[config.mk]
export PLATFORM = sky130hd
export DESIGN_NAME = phone_tx_queue
export DESIGN_NICKNAME = d
export VERILOG_FILES = /design/src/rtl/phone_tx_queue.sv
export SDC_FILE = /design/constraint.sdc
export NUM_CORES = 1
export LEC_CHECK = 0
export ABC_AREA = 1
export CORE_AREA = 2 2 84 86
export CTS_CLUSTER_DIAMETER = 40
export DETAILED_ROUTE_END_ITERATION = 10
export DIE_AREA = 0 0 86 88
export GPL_ROUTABILITY_DRIVEN = 0
export GPL_TIMING_DRIVEN = 0
export PLACE_DENSITY = 0.73
export SYNTH_ARGS = -nofsm -noshare
export SYNTH_HDL_FRONTEND = slang
export SYNTH_SLANG_ARGS = --single-unit
[constraint.sdc]
create_clock -name CLK50MHz -period 2.05 [get_ports CLK50MHz]
set_clock_uncertainty 0.15 [all_clocks]
set_input_delay 0.205 -clock CLK50MHz [delete_from_list [all_inputs] [get_ports CLK50MHz]]
set_output_delay 0.205 -clock CLK50MHz [all_outputs]
set_load 0.02 [all_outputs]
[src/rtl/phone_tx_queue.sv]
`default_nettype none
// +----------------------------------------------------------------------------+
// | Module      : phone_tx_queue                                               |
// | Description : Byte FIFO between the phone state machine and uart_tx.       |
// |               Queued bytes are handed to the UART one at a time. Each      |
// |               byte gets a one-cycle start strobe. The queue then waits     |
// |               for the UART done pulse, or gives up after a bounded         |
// |               number of clocks. A fixed idle gap follows each byte.        |
// | Ports       : CLK50MHz, reset        - clock, synchronous active-high rst  |
// |               wr_en, wr_data, flush  - enqueue / discard-queue requests    |
// |               full, empty, count     - queue occupancy                     |
// |               drop                   - pulse: a write hit a full queue     |
// |               o_Tx_DV, o_Tx_Byte     - start strobe and byte to uart_tx    |
// |               i_Tx_Done              - done pulse from uart_tx             |
// |               busy, tx_timeout       - engine active / done never arrived  |
// | Revision    : 1.0 - initial release                                        |
// +----------------------------------------------------------------------------+
module phone_tx_queue #(
    parameter int DEPTH        = 4,
    parameter int GAP_CYCLES   = 16,
    parameter int DONE_TIMEOUT = 8191
) (
    input  logic                    CLK50MHz,
    input  logic                    reset,
    input  logic                    wr_en,
    input  logic [7:0]              wr_data,
    input  logic                    flush,
    output logic                    full,
    output logic                    empty,
    output logic [$clog2(DEPTH):0]  count,
    output logic                    drop,
    output logic                    o_Tx_DV,
    output logic [7:0]              o_Tx_Byte,
    input  logic                    i_Tx_Done,
    output logic                    busy,
    output logic                    tx_timeout
);

    localparam int C_AW = $clog2(DEPTH);
    localparam int C_WW = $clog2(DONE_TIMEOUT + 1);
    localparam int C_GW = (GAP_CYCLES > 0) ? $clog2(GAP_CYCLES + 1) : 1;

    localparam logic [C_AW:0]   C_FULL_CNT  = (C_AW + 1)'(DEPTH);
    localparam logic [C_WW-1:0] C_WAIT_LAST = C_WW'(DONE_TIMEOUT - 1);
    localparam logic [C_GW-1:0] C_GAP_LOAD  = C_GW'(GAP_CYCLES);
    localparam logic [C_GW-1:0] C_GAP_ONE   = C_GW'(1);

    localparam logic [1:0] S_IDLE      = 2'd0;
    localparam logic [1:0] S_LAUNCH    = 2'd1;
    localparam logic [1:0] S_WAIT_DONE = 2'd2;
    localparam logic [1:0] S_GAP       = 2'd3;

    logic [7:0]      r_mem [DEPTH];
    logic [C_AW-1:0] r_head;
    logic [C_AW-1:0] r_tail;
    logic [C_AW:0]   r_count;
    logic            r_drop;

    logic [1:0]      r_state;
    logic            r_tx_dv;
    logic [7:0]      r_tx_byte;
    logic            r_timeout;
    logic [C_WW-1:0] r_wait_cnt;
    logic [C_GW-1:0] r_gap_cnt;

    logic            w_full;
    logic            w_empty;
    logic            w_push;
    logic            w_pop;

    assign w_full  = (r_count == C_FULL_CNT);
    assign w_empty = (r_count == '0);

    // Fullness is judged on the registered count only, so a pop in the same
    // cycle does not make room for a write. Flush swallows any write with it.
    assign w_push = wr_en & ~w_full & ~flush;
    assign w_pop  = (r_state == S_LAUNCH) & ~flush;

    // Storage is not reset; only the pointers and count define validity.
    always_ff @(posedge CLK50MHz) begin
        if (w_push) begin
            r_mem[r_tail] <= wr_data;
        end
    end

    // Pointers are exactly C_AW bits wide, so they wrap modulo DEPTH.
    always_ff @(posedge CLK50MHz) begin
        if (reset) begin
            r_head  <= '0;
            r_tail  <= '0;
            r_count <= '0;
            r_drop  <= 1'b0;
        end else begin
            r_drop <= wr_en & w_full & ~flush;
            if (flush) begin
                r_head  <= r_tail;
                r_count <= '0;
            end else begin
                if (w_push) begin
                    r_tail <= r_tail + 1'b1;
                end
                if (w_pop) begin
                    r_head <= r_head + 1'b1;
                end
                case ({w_push, w_pop})
                    2'b10:   r_count <= r_count + 1'b1;
                    2'b01:   r_count <= r_count - 1'b1;
                    default: r_count <= r_count;
                endcase
            end
        end
    end

    // The strobe and byte are registered on the IDLE->LAUNCH edge, so both are
    // visible during the LAUNCH cycle itself. The head is popped at the end
    // of that cycle. The byte register then holds until the next launch.
    always_ff @(posedge CLK50MHz) begin
        if (reset) begin
            r_state    <= S_IDLE;
            r_tx_dv    <= 1'b0;
            r_tx_byte  <= 8'h00;
            r_timeout  <= 1'b0;
            r_wait_cnt <= '0;
            r_gap_cnt  <= '0;
        end else begin
            r_tx_dv   <= 1'b0;
            r_timeout <= 1'b0;
            case (r_state)
                S_IDLE: begin
                    if (!w_empty && !flush) begin
                        r_state   <= S_LAUNCH;
                        r_tx_dv   <= 1'b1;
                        r_tx_byte <= r_mem[r_head];
                    end
                end
                S_LAUNCH: begin
                    r_state    <= S_WAIT_DONE;
                    r_wait_cnt <= '0;
                end
                S_WAIT_DONE: begin
                    if (i_Tx_Done || (r_wait_cnt == C_WAIT_LAST)) begin
                        r_timeout <= ~i_Tx_Done;
                        if (GAP_CYCLES == 0) begin
                            r_state <= S_IDLE;
                        end else begin
                            r_state   <= S_GAP;
                            r_gap_cnt <= C_GAP_LOAD;
                        end
                    end else begin
                        r_wait_cnt <= r_wait_cnt + 1'b1;
                    end
                end
                S_GAP: begin
                    // The counter holds the idle cycles still to spend,
                    // including the current one.
                    if (r_gap_cnt <= C_GAP_ONE) begin
                        r_state   <= S_IDLE;
                        r_gap_cnt <= '0;
                    end else begin
                        r_gap_cnt <= r_gap_cnt - 1'b1;
                    end
                end
                default: begin
                    r_state <= S_IDLE;
                end
            endcase
        end
    end

    assign full       = w_full;
    assign empty      = w_empty;
    assign count      = r_count;
    assign drop       = r_drop;
    assign o_Tx_DV    = r_tx_dv;
    assign o_Tx_Byte  = r_tx_byte;
    assign busy       = (r_state != S_IDLE);
    assign tx_timeout = r_timeout;

endmodule
`default_nettype wire
* Word level (Yosys, flattened, before mapping)
Memory sizes are Yosys's and may differ from the RTL's. A register that Yosys moved wholly into a read port is not among the register bits.
Index checks and enable logic that the tools add are counted.
** Cells by class
- Multiplexer cells :: 15
- Add/subtract/negate cells :: 6
- Reduce and logical (&&, ||, !) cells :: 19
- Equal/unequal tests :: 11
- Bitwise operators :: 11
- $lt $le $gt $ge :: 1
** Operators with widths (count)
- case mux 13 bit (2 select lines) :: 1
- adder 13 x 1 -> 13 bit, second input constant :: 1
- == test 13 bit, second input constant :: 1
- 2-to-1 mux 13 bit :: 1
- 2-to-1 mux 2 bit :: 5
- 2-to-1 mux 5 bit :: 2
- case mux 5 bit (2 select lines) :: 1
- nonzero test 2 bit :: 5
- inequality test 2 bit, second input constant :: 4
- case mux 2 bit (4 select lines) :: 1
- AND reduction 2 bit :: 4
- == test 2 bit, second input constant :: 3
- inverter 1 bit :: 6
- case mux 3 bit (2 select lines) :: 1
- AND 1 bit :: 5
- less-or-equal comparator 5 x 1 -> 1 bit, second input constant :: 1
- subtractor 5 x 1 -> 5 bit, second input constant :: 1
- adder 2 x 1 -> 2 bit, second input constant :: 2
- == test 2 x 1 -> 1 bit, second input constant :: 2
- OR reduction 2 bit :: 2
- adder 3 x 1 -> 3 bit, second input constant :: 1
- == test 3 bit, second input constant :: 1
- zero test 3 bit :: 1
- 2-to-1 mux 1 bit :: 3
- 7 further kinds :: 8
** Storage, ports and cells
- RAM bits :: 32
- Output and inout port bits :: 17
- Logic and storage cells :: 73
- Bits in registers :: 30
- Memories :: 1
** Memory list
- r_mem :: depth 4, width 8, read ports 1, clocked after Yosys merged registers in 1, write ports 1, RTL line 53 : logic [7:0] r_mem [DEPTH];

* Longest topological paths before layout
Gate-level depths: netlist of run 1.
- Word-level depth :: 6
- Mapped depth :: 12

* Worst setup path after synthesis of run 1
No wires, ideal clock.
- Kind :: flip-flop to flip-flop
- Start point :: reg r_count[2] (netlist: count[2])
- End point :: reg r_count[2] (netlist: count[2])
- Clock period less this slack :: 2.083 ns
- Stages on the path, launching flop included :: 10
- Arrival time :: 1.817 ns
- Slack :: -0.033 ns
- Library setup time :: 0.116 ns
- Required time :: 1.784 ns
- Path through :: dfxtp_1 -> nand3_1 -> nand3_1 -> ha_1 -> inv_1 -> fa_1 -> a21oi_1 -> o21ai_0 -> xor2_1 -> nor2_1
** On the way
- Cells in the longest elaborated chain, start to end :: 6
** Ends and longest elaborated chain
- from (decl) :: RTL line 56 : logic [C_AW:0] r_count;
- from (signal assigned) :: RTL line 106 : 2'b10: r_count <= r_count + 1'b1;
- from (signal assigned) :: RTL line 107 : 2'b01: r_count <= r_count - 1'b1;
- from (signal assigned) :: RTL line 108 : default: r_count <= r_count;
- == test 3 bit :: RTL line 71 : assign w_full = (r_count == C_FULL_CNT);
- inverter 1 bit :: RTL line 76 : assign w_push = wr_en & ~w_full & ~flush;
- AND 1 bit (2 in series) :: RTL line 76
- == test 2 x 1 -> 1 bit / == test 2 bit (equally long branches) :: RTL line 105 : case ({w_push, w_pop})
- case mux 3 bit (2 select lines) / nonzero test 2 bit (equally long branches)
Parallel ways exist; a longest one is shown, timed or not.
A chain may end at the register's enable or synchronous reset.

* Final worst setup path of run 1
- Start point :: in flush
- End point :: reg r_count[2] (netlist: count[2])
** On the way
- Cells in the longest elaborated chain, start to end :: 4
** Ends and longest elaborated chain
- from (decl) :: RTL line 27 : input logic flush,
- inverter 1 bit (no source line)
- AND 1 bit (on tied branches) :: RTL line 77, 76
- == test 2 x 1 -> 1 bit / == test 2 bit (equally long branches) :: RTL line 105
- case mux 3 bit (2 select lines) / nonzero test 2 bit (equally long branches)
Parallel ways exist; a longest one is shown, timed or not.

==> metrics, run 1 <==
status completed; Detail Route Antenna Nets 0; Yosys top cell area share 29.06%; CTS tree yes; Worst-path clk slew 0.08 ns; nets 465; met1 Usage GRT 24.61%; number of global-route vias before repair 2545; fmax 0.4982 GHz; CP max FO 9; CORE AREA 6644 um2; DRC viols 0; die area 7568 um2; syn_area_per_cell 8.309 um2; Clk pwr share 30.4%; largest net degree at the start of global routing 15; setup slack at placement -0.3043 ns; CTS Buf Count 9; busiest grt layer met2; VDD IR max 0.6358 mV; max-slew violation count 0; Cell Area, Placed 3704 um2; # rows 30; Worst Path Required 2.14 ns; sw frac 35.34%; commonest non-fill, non-tap cell in the layout nor2_1; flops & latches, synth 70; cell taking the most area after synthesis edfxtp_1; GR Layer Usage met2 34.39%; Area contributors post-synth edfxtp_1 (29%), dfxtp_1 (23%), nor2_1 (9.5%), nand2_1 (6.7%), o21ai_0 (5.4%); post-DP HPWL 4802 um; routed vias/inst 5.184; initial core utilization 49.77%; register area share after synthesis 52.06%; Vias 2711; Max Cap Violations 0; crit end category register; dpl cells 507; CP Launch Type input pin; Port Buffers 29; CTS Buffer Depth 2; LEAKAGE 0.001538 uW; RSZ-0062 raised after global routing yes; slew margin rel. 43.34%; fin crit share 97.91%; PD cells 1057 nW/um2; WS Path Type input pin to register; Setup Viol. Count Final 0; synthesized cell area 3307 um2; I/O pin total 30; final setup margin 0.04290 ns; Ant. Diodes 0; GRT Total Usage 19.95%; YS warnings 0; clock tree sinks 70; Gate power share 30.1%; Iter 0 DRT Violations 148; DR pass1 iterations 4; Routed WL 6977 um; WL/cell 13.34 um; Hold Slack 0.2884 ns; final hold vios 0; H-tree Lvls 3; synthesis-to-layout area growth 19.86%; root buffer cell clkbuf_8; Mapped Cells 398; Finished Layout Cells 523; post-route cell area 3964 um2; fin crit period 2.007 ns; grt met3 use 5.467%; layout cells sized above 1 9.932%; total power 4191 uW; Clk Latency, worst-skew pair 0.35 ns; Netlist cell types 32; post-synth net total 425; die span in x 86 um; first-pass GRT wire length 11670 um; initial antenna violation count 0; HP Class input pin to register; cts hold-fix bufs 0; Die Y 88 um; gr ovfl total 0; crit path DAT 2.10 ns; sequential power share 39.5%; most frequent cells in the layout nor2_1 (82), nand2_1 (59), inv_1 (41), dfxtp_1 (36), o21ai_0 (35); internal cell power 2710 uW; Least-Margin Pin Slew 0.8468 ns; sw power 1481 uW
[worst max-delay path: stages]
cell	delay, ns
clkdlybuf4s50_1	0.58
inv_1	0.16
nand3_4	0.16
ha_1	0.16
inv_1	0.07
fa_2	0.33
a21oi_1	0.15
o21ai_1	0.09
xor2_1	0.15
nor2_1	0.05
[kinds of logic (layout without fill, tap and decap cells)]
kind of cell             after synthesis  after routing  synth area share (%)
AO/OA/AOI/OAI                         63             63                 10.10
XOR/XNOR                               3              3                0.7947
AND/OR/NAND/NOR                      192            192                 24.56
buffers and inverters                 56            101                 6.962
adder cells (fa/ha/maj)               14             14                 5.524
flip-flops                            70             70                 52.06
[final timing paths]
kind,start,endpoint,cells past startpoint,slack (ns)
worst max-delay path,flush,count[2]$_SDFFE_PP0P_,10,0.04
worst min-delay path,i_Tx_Done,tx_timeout$_SDFF_PP0_,2,0.29
worst max register to register,count[0]$_SDFFE_PP0P_,count[2]$_SDFFE_PP0P_,10,0.06
worst min register to register,count[0]$_SDFFE_PP0P_,count[0]$_SDFFE_PP0P_,2,0.35
[registers in the layout, summed over array words and instances, names as in the netlist]
name        cells
o_Tx_DV         1
r_gap_cnt       5
drop            1
r_head          2
r_state         2
r_tail          2
count           3
o_Tx_Byte       8
r_mem          32
r_wait_cnt     13
tx_timeout      1
[Yosys cell counts (all sizes together)]
cell type,count
xor2,2
nand3,34
nand4,3
nor4,1
nand2,65
a21oi,14
nor2,86
buf,5
clkbuf,5
o211ai,1
inv,44
dfxtp,38
nor3,1
nor3b,2
edfxtp,32
ha,13
clkinv,2
o22ai,8
xnor2,1
a211oi,1
fa,1
o21ai,38
a32oi,1
[per-stage QoR]
step	setup TNS (ns)	util [%]
detailed placement	-9.434	55.74
global route	-0.05243	59.66
floorplan	0	-
CTS	-0.03419	59.19
global placement	-8.560	55.74
finish	0	59.66
[layout make-up]
type                            instances  area [um2]
Tap cell                               80       100.1
Timing Repair Buffer                   29       294.0
Buffer                                 10       57.56
Multi-Input combinational cell        272        1388
Clock buffer                            9       123.9
Sequential cell                        70        1724
Inverter                               46       172.7
Clock inverter                          7       103.9
Fill cell                             583        2680
[timing repair]
item	in CTS	in global routing
pin swaps	0	1
gates cloned	0	0
setup endpoints to repair	2	21
resized for setup	2	11
setup buffers	0	0
[routing by layer]
metal	wire length (um)	vias up
li1	-	1389
met1	3100	1255
met2	3503	59
met3	317	8
met4	55	0
met5	0	-
[power by group through the flow]
stage	Combinational, uW	Clock, uW	Sequential [uW]
after CTS	1240	1300	1650
final	1260	1280	1650
after floorplan	876	0	1690
after global placement	1210	0	1670
after detailed placement	1240	0	1680
after global routing	1440	1370	1670
Note: power is estimated with default switching activity, not from simulation.
==> inputs of run 2 (changes only) <==
Settings changed: CAP_MARGIN set to 20, CORE_AREA 2 2 84 86 to 2 2 94 96, DIE_AREA 0 0 86 88 to 0 0 96 98, PLACE_DENSITY 0.73 to not set.
==> run 2 against run 1 <==
Net effect: non-clock buffer count is the same; worst hold slack lost 0.0067 ns; sequential cell count is the same; critical path depth is the same; global-route usage shrank 2.8 points; register-to-register slack lost 0.03 ns; count of clock-buffer cells in the layout is the same; combinational power is essentially flat.
==> metrics, run 2 (synthesis gave the netlist of run 1 again) <==
status completed; Top reg by flops r_mem; Hold Slack 0.2816 ns; max reg flops 32; synthesis-to-layout area growth 20.77%; CP endpoint count[2]$_SDFFE_PP0P_; setup TNS 0 ns; CORE AREA 8466 um2; worst-path cell chain clkdlybuf4s50_1, inv_1, nand3_4, ha_1, inv_1, fa_1, a21oi_1, o21ai_1, xor2_1, nor2_1; Port Buffers 29; Clk Latency, worst-skew pair 0.35 ns; crit path DAT 2.10 ns; # rows 34; slew margin rel. 41.93%; cell count along the critical path 10; Resized cells post-CTS 2; Ant. Diodes 0; Worst Path Required 2.13 ns; CP Launch Type input pin; Worst path slowest cell clkdlybuf4s50_1; most frequent cells in the layout nor2_1 (82), nand2_1 (59), inv_1 (41), dfxtp_1 (37), o21ai_0 (35); number of global-route vias before repair 2546; fin crit share 98.82%; Max Cap Violations 0; nets 465; Worst-path clk slew 0.08 ns; RSZ-0062 raised after global routing yes; Finished Layout Cells 551; Vias 2706; WL/cell 13.50 um; Critical Path Most Common Cell inv_1; GRT Total Usage 17.13%; setup slack at placement -0.3022 ns; Buf/Inv on CP 3; initial antenna violation count 0; clock tree sinks 70; Routed WL 7439 um; CP max FO 9; VDD IR max 0.4635 mV; I/O pin total 30; LEAKAGE 0.001534 uW; CTS tree yes; max-slew violation count 0; worst r2r src r_state[1]$_SDFFE_PP0P_; r2r setup slk 0.03 ns; CTS Buffer Depth 2; H-tree Lvls 3; Final Util 47.18%; Multi-input gate area 1385 um2; Crit path max-delay family buffers and inverters; post-DP HPWL 5034 um; DR pass1 iterations 7; fin crit period 2.026 ns; DRC viols 0; initial core utilization 39.06%; worst setup path startpoint flush; Die Y 98 um; Worst path max stage delay 0.58 ns; Detail Route Antenna Nets 0; cts hold-fix bufs 0; Iter 0 DRT Violations 119; capturing point of the worst reg2reg path count[2]$_SDFFE_PP0P_; gr ovfl total 0; HP Class input pin to register; routed vias/inst 4.911; largest net degree at the start of global routing 15; die area 9408 um2; commonest non-fill, non-tap cell in the layout nor2_1; die span in x 96 um; fmax 0.4936 GHz; CTS Buf Count 9; filler cell count 825; root buffer cell clkbuf_8; R2R cell count 11; Setup Viol. Count Final 0; crit end category register; final setup margin 0.02422 ns; final hold vios 0; WS Path Type input pin to register; register area 1723 um2; buffer count from post-CTS setup fixing 0; PD cells 1046 nW/um2; Least-Margin Pin Slew 0.8679 ns; layout cells sized above 1 9.481%; first-pass GRT wire length 12320 um; dpl cells 535
==> run 2: cell count changes in the layout (fill, tap and decap cells not counted), sizes merged <==
cell / before / now
clkinv: 4 / 3
clkinvlp: 0 / 1
==> run 2: layer usage <==
layer / GRT usage, % / routed length, um
met5: 0 / 0
met4: 5.055 / 33
met3: 4.938 / 320
met2: 27.72 / 3625
met1: 22.09 / 3459
==> run 2: power by group <==
group	internal, uW	switching [uW]	leakage, uW
Clock	700	565	0.000111
Combinational	434	830	0.000824
Sequential	1570	80.4	0.000600
Total	2700	1480	0.00153
==> run 2: worst min path at each step <==
stage / from / endpoint / slack [ns] / depth (start not counted)
6_report: i_Tx_Done / tx_timeout$_SDFF_PP0_ / 0.28 / 2
3_5_place_dp: count[0]$_SDFFE_PP0P_ / count[0]$_SDFFE_PP0P_ / 0.33 / 2
5_1_grt: i_Tx_Done / tx_timeout$_SDFF_PP0_ / 0.29 / 2
4_1_cts: i_Tx_Done / tx_timeout$_SDFF_PP0_ / 0.26 / 2
2_1_floorplan: i_Tx_Done / tx_timeout$_SDFF_PP0_ / 0.13 / 1
3_3_place_gp: count[0]$_SDFFE_PP0P_ / count[0]$_SDFFE_PP0P_ / 0.32 / 2
==> run 2: layout make-up <==
| class | count | area share, % |
|---|---|---|
| Sequential cell | 70 | 43.14 |
| Multi-Input combinational cell | 272 | 34.68 |
| Timing Repair Buffer | 29 | 7.362 |
| Inverter | 46 | 4.323 |
| Tap cell | 108 | 3.383 |
| Clock buffer | 9 | 3.102 |
| Clock inverter | 7 | 2.569 |
| Buffer | 10 | 1.441 |
==> run 2: per-stage QoR <==
stage,instance area [um2],power [uW]
floorplan,3313,2567
global placement,3739,2912
detailed placement,3739,2937
CTS,3966,4213
global route,3994,4491
finish,3994,4178
==> inputs of run 3 (changes only) <==
Settings changed: ABC_AREA 1 to not set, CORE_AREA 2 2 94 96 to 2 2 93 95, DIE_AREA 0 0 96 98 to 0 0 95 97.
==> run 3 against run 2 <==
Net effect: clock power decreased by 5%; routed wire length is 5.9% lower; sequential power shrank 5%; sequential cell count did not move; sequential share of layout area shrank 1.8 points; global-route usage down 1.1 points; count of clock-buffer cells in the layout unchanged; design area grew 5.6%; register-to-register slack barely moved; final cell count fell by 19%; critical endpoint unchanged; largest power group unchanged; highest routed layer unchanged.
==> metrics, run 3 <==
commonest non-fill, non-tap cell in the layout edfxtp_1; Buf/Inv on CP 2; Max Cap Violations 0; DRC viols 0; sw power 1072 uW; nets 363; CTS tree yes; WL/cell 15.69 um; CTS Buffer Depth 2; Hold Slack 0.3416 ns; H-tree Lvls 3; max reg flops 32; PD cells 824.3 nW/um2; first-pass GRT wire length 11450 um; number of synthesized flops with an enable pin 32; sw frac 30.82%; cell taking the most area after synthesis edfxtp_1; Iter 0 DRT Violations 79; Routed WL 6997 um; post-synth net total 295; total power 3477 uW; clock tree sinks 70; syn_area_per_cell 11.91 um2; Top reg by flops r_mem; RSZ-0062 raised after global routing yes; CTS Buf Count 9; Gate power share 20.5%; worst hold path depth 1; Area contributors post-synth edfxtp_1 (30%), dfxtp_1 (24%), mux4_2 (5.6%), ha_1 (5.1%), mux2i_1 (2.5%); Clk pwr share 34.5%; Setup Viol. Count Final 0; max-slew violation count 0; Crit path max-delay family adder cells; slew margin rel. 57.21%; synthesized cell area 3191 um2; setup TNS 0 ns; R2R cell count 10; crit path DAT 2.07 ns; sequential power share 45.0%; initial antenna violation count 0; fin crit period 2.009 ns; HP Class register to register; Port Buffers 29; Ant. Diodes 0; asr flop ratio synth 0%; CORE AREA 8134 um2; internal cell power 2405 uW; fin crit share 97.98%; post-DP HPWL 4504 um; LEAKAGE 0.001468 uW; YS warnings 0; Netlist cell types 51; most common flop cell mapped by yosys dfxtp_1; synth cell count leaders dfxtp_1 (38), edfxtp_1 (32), nor2_1 (18); Least-Margin Pin Slew 0.6410 ns; final hold vios 0; Worst Path Required 2.11 ns; Die Y 97 um; most common cell in the synthesized netlist dfxtp_1; Worst path max stage delay 0.35 ns; status completed; largest net degree at the start of global routing 16; Detail Route Antenna Nets 0; root buffer cell clkbuf_8; worst-path cell chain inv_2, ha_4, nor2b_2, ha_4, inv_2, fa_2, xor2_1, nor2_1, xnor2_1, nor3_1; die area 9215 um2; flops & latches, synth 70; CP max FO 3; final setup margin 0.04143 ns; VDD IR max 0.3587 mV; initial core utilization 39.22%; Yosys top cell area share 30.12%; Worst-path clk slew 0.08 ns; CP Launch Type register; routed vias/inst 5.309; Worst path slowest cell dfxtp_1; die span in x 95 um; DR pass1 iterations 4; Clk Latency, worst-skew pair 0.35 ns; I/O pin total 30; gr ovfl total 0; fmax 0.4979 GHz; cell count along the critical path 10; most frequent cells in the layout edfxtp_1 (32), buf_4 (29), dfxtp_1 (28), clkdlybuf4s50_1 (26), nor2_1 (16); crit end category register; number of global-route vias before repair 2293; layout cells sized above 1 28.15%; Mapped Cells 268; Vias 2368; register area share after synthesis 53.96%; WS Path Type register to register; setup slack at placement -0.5310 ns; # rows 33; synthesis-to-layout area growth 32.20%; GRT Total Usage 16.03%
-- run 3: cell count changes after synthesis, sizes merged, moves of 6 or more --
cell,previous run,this run
nand3,34,7
and2,0,6
o21ai,38,9
mux2i,0,8
inv,44,15
nor3,1,8
o22ai,8,0
a31oi,0,8
nor2,86,18
nand2,65,10
mux4,0,8
-- run 3: cell families (layout without fill, tap and decap cells) --
kind of cell | after synthesis | count (layout) | synth area share (%)
fa+ha+maj | 14 | 14 | 5.726
flops | 70 | 70 | 53.96
simple gates | 79 | 79 | 14.27
mux | 16 | 16 | 8.157
compound gates | 53 | 53 | 11.96
buf+inv | 28 | 101 | 3.725
xor+xnor | 8 | 8 | 2.196
-- run 3: path summary, 6_finish.rpt --
| kind | from | slack (ns) | endpoint |
|---|---|---|---|
| worst min-delay path | r_wait_cnt[9]$_SDFFE_PP0P_ | 0.34 | r_wait_cnt[9]$_SDFFE_PP0P_ |
| worst max register to register | r_state[1]$_SDFFE_PP0P_ | 0.04 | count[2]$_SDFFE_PP0P_ |
| worst max-delay path | r_state[1]$_SDFFE_PP0P_ | 0.04 | count[2]$_SDFFE_PP0P_ |
| worst min register to register | r_wait_cnt[9]$_SDFFE_PP0P_ | 0.34 | r_wait_cnt[9]$_SDFFE_PP0P_ |
-- run 3: stage by stage --
stage	utilization, %	instance area [um2]	instances
2_1_floorplan	-	3221	268
3_3_place_gp	44.78	3642	402
3_5_place_dp	44.78	3642	402
4_1_cts	49.85	4055	432
5_1_grt	51.85	4218	446
6_report	51.85	4218	446
-- run 3: worst reg2reg max path, cell delays in order, from the launching register on --
cell and delay [ns]:
dfxtp_1 0.35, inv_2 0.09, ha_4 0.14, nor2b_2 0.18, ha_4 0.15, inv_2 0.03, fa_2 0.33, xor2_1 0.15
nor2_1 0.11, xnor2_1 0.13, nor3_1 0.06
-- run 3: routing by layer --
metal	wire (um)	global-route usage, %	vias up	part of all wire (%)
met1	3209	20.64	1144	46
met4	90	4.905	0	1.3
met2	3463	25.97	44	49
met5	0	0	-	0
met3	233	4.595	9	3.3
li1	-	-	1171	-
-- run 3: final cells by class --
class / count / area (um2)
well taps: 105 / 131.4
clock inverters: 7 / 88.84
flip-flops and latches: 70 / 1744
clock buffers: 9 / 123.9
inverters: 15 / 60.06
multi-input cells: 170 / 1486
plain buffers: 12 / 75.07
fillers: 704 / 3916
repair buffers: 58 / 508.0
-- run 3: timing repair --
action,in CTS,in global routing
hold buffers,0,0
endpoints found under the hold margin,0,0
pin swaps,6,6
resized for setup,29,17
setup buffers,14,15
endpoints found under the setup margin,30,27
-- run 3: power by group through the flow --
stage                     combinational, uW  clock, uW  sequential [uW]
final                                   714       1200             1560
after global placement                  625          0             1570
after CTS                               689       1230             1550
after floorplan                         411          0             1590
after global routing                    788       1290             1570
after detailed placement                633          0             1580
